[src/rtl/ibex_dummy_reseed_ctrl.sv]
// Reseed sequencer for the dummy instruction generator: counts accepted dummy
// insertions, fetches entropy over req/ack and loads it (or a software seed) into the generator.
module ibex_dummy_reseed_ctrl #(
    parameter int unsigned ReseedInterval = 256,
    parameter int unsigned EntropyTimeout = 1023
) (
    input  logic        clk_i,
    input  logic        rst_i,
    input  logic        csr_dummy_en_i,
    input  logic [2:0]  csr_mask_i,
    input  logic        csr_seed_wr_i,
    input  logic [31:0] csr_seed_i,
    input  logic        csr_reseed_req_i,
    input  logic        csr_err_clr_i,
    input  logic        insert_dummy_instr_i,
    input  logic        id_in_ready_i,
    output logic        entropy_req_o,
    input  logic        entropy_ack_i,
    input  logic [31:0] entropy_data_i,
    output logic        dummy_instr_en_o,
    output logic [2:0]  dummy_instr_mask_o,
    output logic        dummy_instr_seed_en_o,
    output logic [31:0] dummy_instr_seed_o,
    output logic        busy_o,
    output logic        reseed_err_o
);

    typedef enum logic [1:0] {
        IDLE = 2'd0,
        REQ  = 2'd1,
        LOAD = 2'd2
    } state_e;

    localparam logic [15:0] IvlLast = 16'(ReseedInterval - 1);
    localparam logic [15:0] ToLast  = 16'(EntropyTimeout - 1);

    state_e      state_q;
    logic [15:0] ivl_cnt_q;
    logic [15:0] to_cnt_q;
    logic [31:0] ent_q;
    logic [31:0] sw_seed_q;
    logic        sw_pend_q;
    logic [2:0]  mask_q;
    logic        err_q;

    logic accept;
    logic trigger;
    logic timeout;

    assign accept  = insert_dummy_instr_i & id_in_ready_i & csr_dummy_en_i;
    assign trigger = (state_q == IDLE) &
                     ((accept & (ivl_cnt_q == IvlLast)) | csr_reseed_req_i);
    // An ack arriving in the last allowed cycle wins over the timeout.
    assign timeout = (state_q == REQ) & ~entropy_ack_i & (to_cnt_q == ToLast);

    always_ff @(posedge clk_i) begin
        if (rst_i) begin
            state_q   <= IDLE;
            ivl_cnt_q <= '0;
            to_cnt_q  <= '0;
            ent_q     <= '0;
            sw_seed_q <= '0;
            sw_pend_q <= 1'b0;
            mask_q    <= '0;
            err_q     <= 1'b0;
        end else begin
            sw_pend_q <= csr_seed_wr_i;
            if (csr_seed_wr_i) begin
                sw_seed_q <= csr_seed_i;
            end

            if (timeout) begin
                err_q <= 1'b1;
            end else if (csr_err_clr_i) begin
                err_q <= 1'b0;
            end

            case (state_q)
                IDLE: begin
                    mask_q <= csr_mask_i;
                    if (trigger || csr_seed_wr_i) begin
                        ivl_cnt_q <= '0;
                    end else if (accept) begin
                        ivl_cnt_q <= ivl_cnt_q + 16'd1;
                    end
                    if (trigger) begin
                        state_q  <= REQ;
                        to_cnt_q <= '0;
                    end
                end
                REQ: begin
                    if (entropy_ack_i) begin
                        ent_q   <= entropy_data_i;
                        state_q <= LOAD;
                    end else if (to_cnt_q == ToLast) begin
                        state_q <= IDLE;
                    end else begin
                        to_cnt_q <= to_cnt_q + 16'd1;
                    end
                end
                LOAD: state_q <= IDLE;
                default: state_q <= IDLE;
            endcase
        end
    end

    // Entropy and software seed landing together are XOR-combined into one load.
    assign dummy_instr_seed_en_o = (state_q == LOAD) | sw_pend_q;
    assign dummy_instr_seed_o    = ({32{state_q == LOAD}} & ent_q) ^ ({32{sw_pend_q}} & sw_seed_q);
    assign entropy_req_o         = (state_q == REQ);
    assign busy_o                = (state_q != IDLE);
    assign dummy_instr_en_o      = csr_dummy_en_i & (state_q == IDLE);
    assign dummy_instr_mask_o    = mask_q;
    assign reseed_err_o          = err_q;

endmodule
[config.mk]
export PLATFORM = sky130hd
export DESIGN_NAME = ibex_dummy_reseed_ctrl
export DESIGN_NICKNAME = d
export VERILOG_FILES = /design/src/rtl/ibex_dummy_reseed_ctrl.sv
export SDC_FILE = /design/constraint.sdc
export NUM_CORES = 1
export LEC_CHECK = 0
export ABC_AREA = 1
export BUFFER_PORTS_ARGS = -buffer_cell sky130_fd_sc_hd__buf_2
export CAP_MARGIN = 15
export CORE_ASPECT_RATIO = 0.75
export CORE_UTILIZATION = 25
export CTS_CLUSTER_DIAMETER = 150
export DETAILED_ROUTE_END_ITERATION = 7
export SLEW_MARGIN = 20
export SYNTH_ARGS = -nofsm -noshare
export SYNTH_HDL_FRONTEND = slang
export SYNTH_SLANG_ARGS = --single-unit
[constraint.sdc]
create_clock -name clk_i -period 2.2 [get_ports clk_i]
set_clock_uncertainty 0.15 [all_clocks]
set_input_delay 0.11 -clock clk_i [delete_from_list [all_inputs] [get_ports clk_i]]
set_output_delay 0.11 -clock clk_i [all_outputs]
set_load 0.03 [all_outputs]
==> impl_metrics.csv <==
group,metric,value,unit
placed_design,gp_congestion,0.869,
synth,syn-cell-area,0.00514,mm2
cts,clock-sinks,103,
synth,ys_ff_latch,103,
sta,finalCritPeriodShare,91.1,%
pwr,power-per-cell-area,604,mW/mm2
sta,slew_headroom,52.7,%
worst_setup_path,crit_required,1.94,ns
sta,fmax,499,MHz
worst_setup_path,crit_path_top_delay_cell,"dfxtp_1",
placed_design,dp_slack,0.233,ns
die,row_count,45,
finish,drive_gt1_share,20.4,%
sta,setup-tns-final,0,ns
synth,synthesis.nets,812,
detailed_routing,drtAntennaViolNets,0,
placed_design,hpwl,10200,um
grt,grt_max_degree,57,
die,die_x,168,um
synth,avgSynthCellArea,7.02,um2
detailed_routing,route.detailed.drc,0,
grt,grt_use_total,14.8,%
finish,syn2layout_area_growth,35.2,%
pwr,power,4.20,mW
die,ios,116,
worst_setup_path,cpPeakStageDelay,0.38,ns
synth,synth.largest_area_cell,"dfxtp_1",
placed_design,placedCellCount,1083,
grt,grt_pass1_wl,25200,um
sta,drv_slew,0,
die,die_y,126,um
grt,antenna_found_initial,0,
finish,final_cells,1166,
worst_setup_path,cp-start-kind,"flop",
sta,fin_crit,2.00,ns
worst_setup_path,critPathCaptureType,"primary output",
cts,cts_max_path_buffers,2,
synth,ys_types,33,
worst_setup_path,rr_endpoint,"ivl_cnt_q[6]$_SDFFE_PP0P_",
cts,htree_levels,3,
worst_setup_path,cp.buffers_inverters,3,
worst_setup_path,crit_type,"reg -> out",
finish,fin_nets,983,
worst_setup_path,r2r_slack,0.23,ns
synth,synth_warnings,0,
sta,fin_ws,0.196,ns
worst_setup_path,arrival,1.74,ns
cts,cts-buffers-inserted,9,
job,maxCapViolations,0,
worst_setup_path,rr_worst_depth,11,
detailed_routing,wl_met3,659,um
cts,cts_tree,"built",
cts,clkLatencyLatePin,0.35,ns
detailed_routing,viasPerCell,4.53,
pwr,leakage,2.74,nW
cts,clk_pin_slew_worst_paths,0.08,ns
synth,synthTopCellsByArea,"dfxtp_1, nand2_1, nor2_1, xor2_1, nand3_1",
detailed_routing,wl_per_cell,13.3,um
die,die_area,0.0212,mm2
detailed_routing,wl,15600,um
detailed_routing,met2_length,6600,um
detailed_routing,top_layer_used,"met4",
worst_setup_path,cp_max_fo,33,
grt,grt_pass1_vias,4924,
pwr,peakVddDrop,299,uV
detailed_routing,met1_length,8180,um
worst_setup_path,critPathTopFamily,"buffers and inverters",
status,outcome,"completed",
synth,synth_cells,733,
die,initial_core_util,25.4,%
sta,hold_viol_final,0,
die,core_region_area,0.0202,mm2
sta,hold-worst-slack,0.0281,ns
worst_setup_path,crit_chain,"inv_1, nor2_2, buf_6, nand2_1, xor2_1, buf_2",
detailed_routing,firstDrtPassIters,5,
placed_design,numPortBuffers,115,
detailed_routing,vias,5283,
synth,ys_seq_area_share,40.1,%
sta,worstMarginPinSlew,0.709,ns
sta,setup_violations,0,
cts,clockRootBuffer,"clkbuf_16",
sta,rsz0062_at_grt,"false",
worst_setup_path,crit_start,"state_q[1]$_SDFFE_PP0P_",
worst_setup_path,r2r-start,"ivl_cnt_q[0]$_SDFFE_PP0P_",
min_path,hold_depth,3,
finish,antenna_cells,0,
worst_setup_path,crit_cells,6,
grt,overflow,0,
synth,synth_top_area_share,40.1,%
min_path,min_path_type,"in -> reg",
detailed_routing,drtIter0Drc,374,
worst_setup_path,crit_end,"dummy_instr_seed_o[29]",
==> worst min-delay path, delay by kind of cell <==
| kind | cells | cell delay (ns) |
|---|---|---|
| buf+inv | 1 | 0.20 |
| simple gates | 1 | 0.11 |
| compound gates | 1 | 0.06 |
==> placed cells by master (no fill, tap or decap), types with 7 or more instances in the layout <==
master,synthesis,final
o21ai_0,45,45
nor2_1,119,118
dfxtp_1,103,103
a21oi_2,7,7
xor2_1,42,42
buf_4,1,20
nand3_2,9,9
nand2_1,163,163
nand4_1,17,17
nand3_1,61,61
inv_1,33,32
a21oi_1,59,59
buf_2,5,115
clkbuf_16,0,9
dlygate4sd3_1,0,68
==> sequential cells by signal, indices dropped and copies added, names as in the netlist <==
register and cells:
reseed_err_o 1, sw_seed_q 32, sw_pend_q 1, ent_q 32
ivl_cnt_q 16, to_cnt_q 16, dummy_instr_mask_o 3, state_q 2
==> power breakdown <==
| part | total [mW] | switching (mW) | internal (mW) |
|---|---|---|---|
| combinational | 0.653 | 0.383 | 0.270 |
| clock | 1.54 | 0.768 | 0.771 |
| sequential | 2.01 | 0.0570 | 1.95 |
| total | 4.20 | 1.21 | 2.99 |
==> metrics by stage <==
stage	util (%)	cell area, um2
CTS	34.4	6950
floorplan	-	5140
global route	34.4	6960
global placement	29.7	6000
detailed placement	29.7	6000
finish	34.4	6960
==> synthesized netlist by cell type <==
cell           instances
nand3b_1               2
or2_0                  1
buf_4                  1
a21oi_1               59
buf_1                  9
clkbuf_1              25
ha_1                   3
buf_6                  2
nor2_2                 3
a31o_2                 1
nor3b_1                2
nand3_2                9
nor2_4                 1
a31oi_2                1
nand3_1               61
nand2_2                3
nand2_1              163
inv_2                  1
xor2_1                42
inv_1                 33
a21oi_2                7
buf_12                 1
o211ai_1               1
o21ai_0               45
xnor2_1                2
dlygate4sd1_1          1
nor3_1                 5
nand4_1               17
nor2_1               119
clkbuf_8               1
buf_2                  5
or2_2                  4
dfxtp_1              103
==> cell families (layout without fill, tap and decap cells) <==
kind of cell / count (synthesis) / after routing / synth area share, %
xor gates and xnor gates: 44 / 44 / 7.49
buffers and inverters: 79 / 254 / 6.86
AOI/OAI and AO/OA: 114 / 114 / 11.9
adders and majority gates: 3 / 3 / 0.730
and+or+nand+nor: 390 / 390 / 33.0
DFF: 103 / 103 / 40.1
==> layout make-up <==
type / count / area [um2]
well taps: 258 / 323
fillers: 2162 / 13300
multi-input cells: 551 / 2730
inverters: 34 / 128
flip-flops and latches: 103 / 2060
repair buffers: 205 / 1440
clock inverters: 6 / 46.3
clock buffers: 9 / 225
==> per-layer routing <==
layer / up-vias / track usage, %
met2: 141 / 23.2
met5: - / 0
met1: 2415 / 21.2
met3: 11 / 2.92
li1: 2716 / -
met4: 0 / 2.54
==> worst min path at each step <==
stage / from / endpoint / slack, ns
global route: entropy_ack_i / ent_q[2]$_SDFFE_PP0P_ / 0.04
global placement: csr_seed_i[4] / sw_seed_q[4]$_SDFFE_PP0P_ / 0.18
CTS: entropy_ack_i / ent_q[2]$_SDFFE_PP0P_ / 0.02
floorplan: csr_mask_i[0] / dummy_instr_mask_o[0]$_SDFFE_PP0P_ / 0.09
finish: entropy_ack_i / ent_q[2]$_SDFFE_PP0P_ / 0.03
detailed placement: csr_mask_i[0] / dummy_instr_mask_o[0]$_SDFFE_PP0P_ / 0.19
==> what timing repair did <==
item | CTS | global route
resized for setup | 0 | 2
endpoints found under the hold margin | 68 | 0
hold buffers | 68 | 0
setup endpoints to repair | 0 | 13
buffers inserted | 0 | 0
Note: power is estimated with default switching activity, not from simulation.
